<file path="src/rtl/tlc_pkg.sv">
// Shared types and helpers for the parametrised highway/farm traffic light controller.
package tlc_pkg;

    typedef enum logic [2:0] {
        ST_HG    = 3'd0,
        ST_HY    = 3'd1,
        ST_AR1   = 3'd2,
        ST_FG    = 3'd3,
        ST_FY    = 3'd4,
        ST_AR2   = 3'd5,
        ST_FLASH = 3'd6
    } tlc_state_e;

    localparam logic [2:0] RED = 3'b100;
    localparam logic [2:0] YEL = 3'b010;
    localparam logic [2:0] GRN = 3'b001;
    localparam logic [2:0] OFF = 3'b000;

    typedef struct packed {
        logic [2:0] hwy;
        logic [2:0] farm;
    } tlc_lights_t;

    // Lamp pattern for a state; phase only matters while flashing.
    function automatic tlc_lights_t lights_of(tlc_state_e st, logic phase);
        tlc_lights_t l;
        l.hwy  = RED;
        l.farm = RED;
        case (st)
            ST_HG:    begin l.hwy = GRN; l.farm = RED; end
            ST_HY:    begin l.hwy = YEL; l.farm = RED; end
            ST_FG:    begin l.hwy = RED; l.farm = GRN; end
            ST_FY:    begin l.hwy = RED; l.farm = YEL; end
            ST_FLASH: begin
                l.hwy  = {1'b0, phase, 1'b0};
                l.farm = {phase, 2'b00};
            end
            default:  begin l.hwy = RED; l.farm = RED; end
        endcase
        return l;
    endfunction

    // Normal-cycle successor; FLASH leaves via its own path.
    function automatic tlc_state_e succ_of(tlc_state_e st);
        case (st)
            ST_HG:   return ST_HY;
            ST_HY:   return ST_AR1;
            ST_AR1:  return ST_FG;
            ST_FG:   return ST_FY;
            ST_FY:   return ST_AR2;
            default: return ST_HG;
        endcase
    endfunction

endpackage

</file>
<file path="src/rtl/tlc_tick_gen.sv">
// Timer tick prescaler: one tick every PRESCALE enabled cycles, realigned by clr.
module tlc_tick_gen #(
    parameter int unsigned PRESCALE = 1
) (
    input  logic clk,
    input  logic rst_n,
    input  logic ena,
    input  logic clr,
    output logic tick
);

    localparam int unsigned CW = (PRESCALE > 1) ? $clog2(PRESCALE) : 1;
    localparam logic [CW-1:0] LAST = CW'(PRESCALE - 1);

    logic [CW-1:0] r_cnt;

    assign tick = ena && (r_cnt == LAST);

    always_ff @(posedge clk) begin
        if (!rst_n) begin
            r_cnt <= '0;
        end else if (clr || (ena && (r_cnt == LAST))) begin
            r_cnt <= '0;
        end else if (ena) begin
            r_cnt <= r_cnt + CW'(1);
        end
    end

endmodule

</file>
<file path="src/rtl/tlc_param_ctrl.sv">
// Parametrised two-road traffic light controller with all-red clearance,
// latched pedestrian walk phase and a flashing night/fault mode.
module tlc_param_ctrl
    import tlc_pkg::*;
#(
    parameter int unsigned PRESCALE     = 1,
    parameter int unsigned TW           = 8,
    parameter int unsigned HG_MIN_TICKS = 10,
    parameter int unsigned Y_TICKS      = 3,
    parameter int unsigned AR_TICKS     = 1,
    parameter int unsigned FG_TICKS     = 10,
    parameter int unsigned FLASH_TICKS  = 1
) (
    input  logic       clk,
    input  logic       rst_n,
    input  logic       ena,
    input  logic       car_req,
    input  logic       ped_req,
    input  logic       flash_en,
    output logic [2:0] hwy_light,
    output logic [2:0] farm_light,
    output logic       walk,
    output logic [2:0] state_o
);

    function automatic bit ticks_bad(int unsigned n);
        return (n < 1) || (64'(n) >= (64'(1) << TW));
    endfunction

    if (PRESCALE < 1 || ticks_bad(HG_MIN_TICKS) || ticks_bad(Y_TICKS) ||
        ticks_bad(AR_TICKS) || ticks_bad(FG_TICKS) || ticks_bad(FLASH_TICKS)) begin : g_bad_param
        $fatal(1, "tlc_param_ctrl: tick parameter out of range for TW");
    end

    // Timer reload value (N-1) for the state being entered.
    function automatic logic [TW-1:0] load_of(tlc_state_e st);
        case (st)
            ST_HG:          return TW'(HG_MIN_TICKS - 1);
            ST_HY, ST_FY:   return TW'(Y_TICKS - 1);
            ST_AR1, ST_AR2: return TW'(AR_TICKS - 1);
            ST_FG:          return TW'(FG_TICKS - 1);
            default:        return TW'(FLASH_TICKS - 1);
        endcase
    endfunction

    tlc_state_e    r_state;
    logic [TW-1:0] r_timer;
    logic          r_phase;
    logic          r_req_pending;
    logic          r_ped_pending;
    logic          r_walk;
    tlc_lights_t   r_lights;

    tlc_state_e    w_state_nxt;
    tlc_state_e    w_succ;
    logic [TW-1:0] w_timer_nxt;
    logic          w_phase_nxt;
    logic          w_trans;
    logic          w_tick;
    logic          w_enter_fg;
    logic          w_walk_nxt;

    tlc_tick_gen #(.PRESCALE(PRESCALE)) u_tick_gen (
        .clk   (clk),
        .rst_n (rst_n),
        .ena   (ena),
        .clr   (w_trans),
        .tick  (w_tick)
    );

    assign w_succ = succ_of(r_state);

    always_comb begin
        w_state_nxt = r_state;
        w_timer_nxt = r_timer;
        w_phase_nxt = r_phase;
        w_trans     = 1'b0;
        case (r_state)
            ST_HG, ST_HY, ST_AR1, ST_FG, ST_FY, ST_AR2: begin
                if (ena) begin
                    if (flash_en) begin
                        w_state_nxt = ST_FLASH;
                        w_timer_nxt = load_of(ST_FLASH);
                        w_phase_nxt = 1'b1;
                        w_trans     = 1'b1;
                    end else if (w_tick) begin
                        if (r_timer != '0) begin
                            w_timer_nxt = r_timer - TW'(1);
                        end else if (r_state != ST_HG || r_req_pending || r_ped_pending) begin
                            w_state_nxt = w_succ;
                            w_timer_nxt = load_of(w_succ);
                            w_trans     = 1'b1;
                        end
                    end
                end
            end
            ST_FLASH: begin
                if (ena) begin
                    if (!flash_en) begin
                        w_state_nxt = ST_AR2;
                        w_timer_nxt = load_of(ST_AR2);
                        w_trans     = 1'b1;
                    end else if (w_tick) begin
                        if (r_timer != '0) begin
                            w_timer_nxt = r_timer - TW'(1);
                        end else begin
                            w_phase_nxt = ~r_phase;
                            w_timer_nxt = load_of(ST_FLASH);
                        end
                    end
                end
            end
            default: begin
                w_state_nxt = ST_HG;
                w_timer_nxt = load_of(ST_HG);
                w_phase_nxt = 1'b0;
                w_trans     = 1'b1;
            end
        endcase
    end

    // Walk follows the pedestrian flag captured on FG entry and holds for all of FG.
    assign w_enter_fg = (w_state_nxt == ST_FG) && (r_state != ST_FG);
    assign w_walk_nxt = (w_state_nxt == ST_FG) ? (w_enter_fg ? r_ped_pending : r_walk) : 1'b0;

    always_ff @(posedge clk) begin
        if (!rst_n) begin
            r_state       <= ST_HG;
            r_timer       <= load_of(ST_HG);
            r_phase       <= 1'b0;
            r_req_pending <= 1'b0;
            r_ped_pending <= 1'b0;
            r_walk        <= 1'b0;
            r_lights      <= lights_of(ST_HG, 1'b0);
        end else begin
            r_state       <= w_state_nxt;
            r_timer       <= w_timer_nxt;
            r_phase       <= w_phase_nxt;
            r_req_pending <= car_req | (r_req_pending & ~w_enter_fg);
            r_ped_pending <= ped_req | (r_ped_pending & ~w_enter_fg);
            r_walk        <= w_walk_nxt;
            r_lights      <= lights_of(w_state_nxt, w_phase_nxt);
        end
    end

    assign hwy_light  = r_lights.hwy;
    assign farm_light = r_lights.farm;
    assign walk       = r_walk;
    assign state_o    = r_state;

endmodule

</file>
<file path="config.mk">
export PLATFORM = sky130hd
export DESIGN_NAME = tlc_param_ctrl
export DESIGN_NICKNAME = d
export VERILOG_FILES = /design/src/rtl/tlc_pkg.sv /design/src/rtl/tlc_tick_gen.sv /design/src/rtl/tlc_param_ctrl.sv
export SDC_FILE = /design/constraint.sdc
export NUM_CORES = 1
export LEC_CHECK = 0
export CAP_MARGIN = 40
export CELL_PAD_IN_SITES_DETAIL_PLACEMENT = 0
export CELL_PAD_IN_SITES_GLOBAL_PLACEMENT = 2
export CORE_MARGIN = 2
export CORE_UTILIZATION = 32
export DETAILED_ROUTE_END_ITERATION = 7
export HOLD_SLACK_MARGIN = 0.08
export PLACE_DENSITY = 0.74
export SLEW_MARGIN = 20
export SYNTH_ARGS = -nofsm -noshare
export SYNTH_HDL_FRONTEND = slang
export SYNTH_SLANG_ARGS = --single-unit
</file>
<file path="constraint.sdc">
create_clock -name clk -period 3.6 [get_ports clk]
set_clock_uncertainty 0.2 [all_clocks]
set_input_delay 1.08 -clock clk [delete_from_list [all_inputs] [get_ports clk]]
set_output_delay 1.08 -clock clk [all_outputs]
set_load 0.005 [all_outputs]
</file>
### After elaboration in Yosys (flattened, before gate mapping)

Cells that the tools add are included.
Widths: inputs -> output; s select.

* $add $sub $neg: 2
* eq/ne operators: 19
* muxes and demuxes: 36
* bitwise logic cells: 8
* reductions and logical operators: 16

Operators by type and width (number)
* $mux 8: 9
* $pmux 6 s5: 1
* $mux 3: 7
* $eq 3x3->1 const B: 6
* $pmux 8 s2: 1
* $pmux 3 s5: 1
* $mux 1: 13
* $eq 3x2->1 const B: 4
* $eq 3x1->1 const B: 3
* $logic_not 3->1: 3
* $ne 3x2->1 const B: 3
* $pmux 4 s2: 1
* $reduce_bool 8->1: 1
* $sub 8x1->8 const B: 1
* $pmux 3 s2: 1
* $reduce_or 2->1: 3
* $reduce_or 6->1: 1
* $reduce_and 5->1: 1
* $ne 2x2->1 const B: 2
* $ne 4x4->1 const B: 1
* $not 1->1: 4
* $pmux 1 s2: 2
* $logic_or 1x1->1: 3
* $reduce_bool 3->1: 1
* other kinds (5): 8

* register bits: 22
* bits of input ports: 6

### Logic depth before layout (Yosys ltp)

* depth after elaboration: 14
* mapped depth: 8
* depth with buffers taken out: 7

### Hierarchy

From an unflattened synthesis, not the netlist that was laid out.

* cells, all modules: 163
* area total of the unflattened synthesis: 1400.1 sq um

By module, submodules not included
* tlc_param_ctrl: instances 1, cells an instance 160, area an instance 1361.3 sq um, sequential area each 420.4 sq um
* tlc_tick_gen: instances 1, cells an instance 3, area an instance 38.8 sq um, sequential area each 20.0 sq um

### Least setup slack after synthesis

OpenSTA, ideal clock, no wires.

* path kind: input-to-reg
* start: input port flash_en
* end: register r_lights (netlist bit hwy_light[1])
* library setup time: 116 ps
* data arrival time: 2606 ps
* required time: 3284 ps
* path slack: 678 ps
* stages on the path: 6
* path through: clkbuf_1 -> nand2b_1 -> nor2_1 -> a311oi_1 -> a2111oi_0 -> a41o_1

* cells in the longest elaborated chain, start to end: 5
* elaborated cells on any way between the ends: 16

RTL lines
* start: declaration: RTL line tlc_param_ctrl.sv:19 `input logic flash_en,`
* $mux 3 (on tied branches): RTL line tlc_param_ctrl.sv:99, tlc_param_ctrl.sv:81
* $mux 3 (on tied branches): RTL line tlc_param_ctrl.sv:98, tlc_param_ctrl.sv:80
* $pmux 3 s2: RTL line tlc_param_ctrl.sv:78 `case (r_state)`
* $eq 3x3->1, or another cell as far along: RTL line tlc_pkg.sv:29 `case (st)`
* $pmux 6 s5 *: RTL line tlc_pkg.sv:29
* end signal: assignment: RTL line tlc_param_ctrl.sv:134 `r_lights <= lights_of(ST_HG, 1'b0);`
* end signal: assignment: RTL line tlc_param_ctrl.sv:142 `r_lights <= lights_of(w_state_nxt, w_phase_nxt);`
* end: declaration: RTL line tlc_param_ctrl.sv:52 `tlc_lights_t r_lights;`

Every way passes the cells marked *; elsewhere a longest branch is shown, timed or not.
A chain may end at the register's enable or synchronous reset.

### Final worst setup path

* start: input port flash_en
* end: register r_timer[7]

* cells in the longest elaborated chain, start to end: 3
* elaborated cells on any way between the ends: 9

RTL lines
* $mux 8 (on tied branches): RTL line tlc_param_ctrl.sv:99, tlc_param_ctrl.sv:81
* $mux 8 (on tied branches): RTL line tlc_param_ctrl.sv:98, tlc_param_ctrl.sv:80
* $pmux 8 s2: RTL line tlc_param_ctrl.sv:78
* end signal: assignment: RTL line tlc_param_ctrl.sv:129 `r_timer <= load_of(ST_HG);`
* end signal: assignment: RTL line tlc_param_ctrl.sv:137 `r_timer <= w_timer_nxt;`
* end: declaration: RTL line tlc_param_ctrl.sv:47 `logic [TW-1:0] r_timer;`

Parallel ways exist; a longest one is shown, timed or not. The select of a mux whose other input is x is not followed.

==> impl_metrics.toml <==
[cts]
cts_resized = 0
cts_tree = "done"
clockBufferDepth = 2
insertion_delay_ps = 260
cts_buffers = 3
htree_levels = 1
clk_pin_slew_ps = 90
cts_sinks = 22
post_cts_buffers = 0
ctsHoldBuffers = 0
cts_root_buf = "clkbuf_8"

[pwr]
irDropWorstVdd_uv = 170
leakagePower_nw = 0.608
power_density_nw_per_um2 = 378
finalPower_mw = 0.633

[cells_and_area]
areaGrowthSynthToFinish_pct = 23.2
final_layout_size_suffix_gt1_share_pct = 12.2
fin_area_um2 = 1670
fin_util_pct = 41.5
n_fill_cell = 439
diodes = 0
multiInputGateArea_um2 = 835
ff_latch_area_um2 = 440
fin_cells = 238
layout.nets = 196

[critical_path]
worst_path_max_delay_cell = "or4b_2"
worst-r2r-cell-count = 7
crit_required_ps = 3600
path_max_fanout = 9
start_kind = "input port"
slowest_delay_ps = 630
crit_path_cell_trace = "clkdlybuf4s50_1, buf_4, a21boi_0, o21a_1, o22ai_1, or4b_2, a21oi_1"
r2r_slack_ps = 700
startpoint = "flash_en"
rr_startpoint = "r_timer[0]$_SDFFE_PN1P_"
crit_path_end_kind = "flip-flop"
path_class = "in -> reg"
cp.arrival_ps = 3230
r2r_end = "r_ped_pending$_SDFF_PN0_"

[route]
routed_via_density = 5.67
via_count = 1349
finalWirelength_um = 3890
drt_iter0_drc = 53
dr.pass1.iters = 4
antenna_left = 0
drc = 0
routedWlPerCell_um = 16.4

[yosys]
yosysSeqAreaShare_pct = 32.4
yosysUniqueCellTypes = 55
syn-num-nets = 176
syn_avg_cell_area_um2 = 8.03
synth_edf_count = 0
async_flop_share_pct = 0
syn_inst = 169
synth_area_um2 = 1360
synth-seq-cells = 22
synthFlopType = "dfxtp_1"
synth_warnings = 0

[die]
die-area_um2 = 4780
rows = 23
core_um2 = 4030
io_pins = 16
initial_utilization_pct = 33.7
fp.dieH_um = 69.1
fp.dieW_um = 69.1

[sta]
tightest_slew_ps = 642
finalSetupTns_ps = 0
whs_ps = 301
rsz0062_at_grt = "false"
setup_viol = 0
setup_ws_ps = 375
period_needed_ps = 3230
maxSlewHeadroom_pct = 56.6
fmax_mhz = 310
hold_violations = 0
finalCritPeriodShare_pct = 89.6
drv_slew = 0

[placement]
placed_cell_area_um2 = 1600
port_buffers = 15
gp_congestion = 0.845
dp_hpwl_um = 2880
pre_cts_ws_ps = 159
placed_cells = 233

[min_path]
min_path_type = "reg -> reg"
whs_endpoint = "u_tick_gen.r_cnt$_SDFFE_PP0P_"
worstHoldStart = "u_tick_gen.r_cnt$_SDFFE_PP0P_"
hold_depth = 2

[global_routing]
grt_max_degree = 20
grt_first_pass_wirelength_um = 6780
grt_pass1_vias = 1399
gr-total-overflow = 0
grt_antenna_before_repair = 0
grt_usage_pct = 17.1

[run]
maxCapViolations = 0

[status]
status = "finished clean"
[flip-flops by register name, indices dropped and copies added, names as in the netlist]
name,cells
hwy_light,3
r_timer,8
r_phase,1
state_o,3
farm_light,3
u_tick_gen.r_cnt,1
r_ped_pending,1
r_req_pending,1
walk,1
[power breakdown]
part | switching (mW) | total (mW) | internal (mW) | leakage (nW)
Sequential | 0.0158 | 0.271 | 0.256 | 0.180
Clock | 0.0873 | 0.236 | 0.149 | 0.0357
Combinational | 0.0663 | 0.125 | 0.0591 | 0.393
Total | 0.169 | 0.633 | 0.463 | 0.608
[critical path: cells and delay by family]
kind                   cells  cell delay [ps]
AND/OR/NAND/NOR            1              630
buffers and inverters      2              810
AO/OA/AOI/OAI              4              700
[cell families after synthesis]
logic type | after synthesis | share of synthesized area, %
compound gates | 53 | 27.3
xor+xnor | 2 | 1.29
fa+ha+maj | 1 | 0.922
buf+inv | 20 | 6.08
flops | 22 | 32.4
mux | 2 | 1.47
simple gates | 69 | 30.5
[layout make-up]
class | instances | share of cell area, %
Inverter | 9 | 2.02
Clock buffer | 3 | 2.47
Multi-Input combinational cell | 127 | 49.9
Tap cell | 50 | 3.74
Clock inverter | 1 | 1.80
Timing Repair Buffer | 26 | 13.8
Sequential cell | 22 | 26.3
[synth_stat cells (3+ instances only)]
library cell	number	share of area, %
dfxtp_1	22	32
a21oi_1	13	4.8
nor2_1	13	3.6
clkbuf_1	9	2.5
nand2_1	9	2.5
inv_1	8	2.2
o21ai_0	7	2.6
nor4_1	6	2.8
nand2b_1	5	2.3
nor3_1	5	1.8
a211oi_1	4	2.2
a31oi_1	4	1.8
and2_1	4	1.8
or3_1	4	1.8
nand3_1	3	1.1
nor3b_1	3	1.7
o211ai_1	3	1.7
[cells in the final DEF (no fill, tap or decap), drive strengths merged, types with 2 or more instances in the layout]
cell type / instances
nor3: 5
dfxtp: 22
nand3: 3
a21oi: 13
or4: 2
or3: 4
nand4: 2
a21o: 2
and2: 4
nor2: 13
o21ai: 7
and3: 2
inv: 8
nand2b: 5
nor2b: 2
o221ai: 2
or4b: 3
buf: 11
nor4: 7
a211oi: 5
nor3b: 4
nor4b: 2
mux2i: 2
o22ai: 2
a31oi: 4
nand2: 9
clkdlybuf4s50: 15
clkbuf: 3
o211ai: 3
[how the worst max path moves through the flow]
stage	end	slack (ps)
finish	r_timer[7]$_SDFFE_PN0P_	370
CTS	r_timer[7]$_SDFFE_PN0P_	400
global placement	r_timer[7]$_SDFFE_PN0P_	170
detailed placement	hwy_light[1]$_SDFF_PN0_	160
floorplan	hwy_light[1]$_SDFF_PN0_	680
global route	r_timer[2]$_SDFFE_PN0P_	230
[metal layers]
| layer | part of all wire (%) | vias to the layer above | GRT usage [%] |
|---|---|---|---|
| met5 | 0 | - | 0 |
| met4 | 1.5 | 0 | 5.01 |
| met3 | 3.8 | 6 | 3.65 |
| met2 | 48 | 29 | 27.7 |
| met1 | 47 | 638 | 22.8 |
| li1 | - | 676 | - |
No activity file was read; power rests on OpenSTA's default activity.
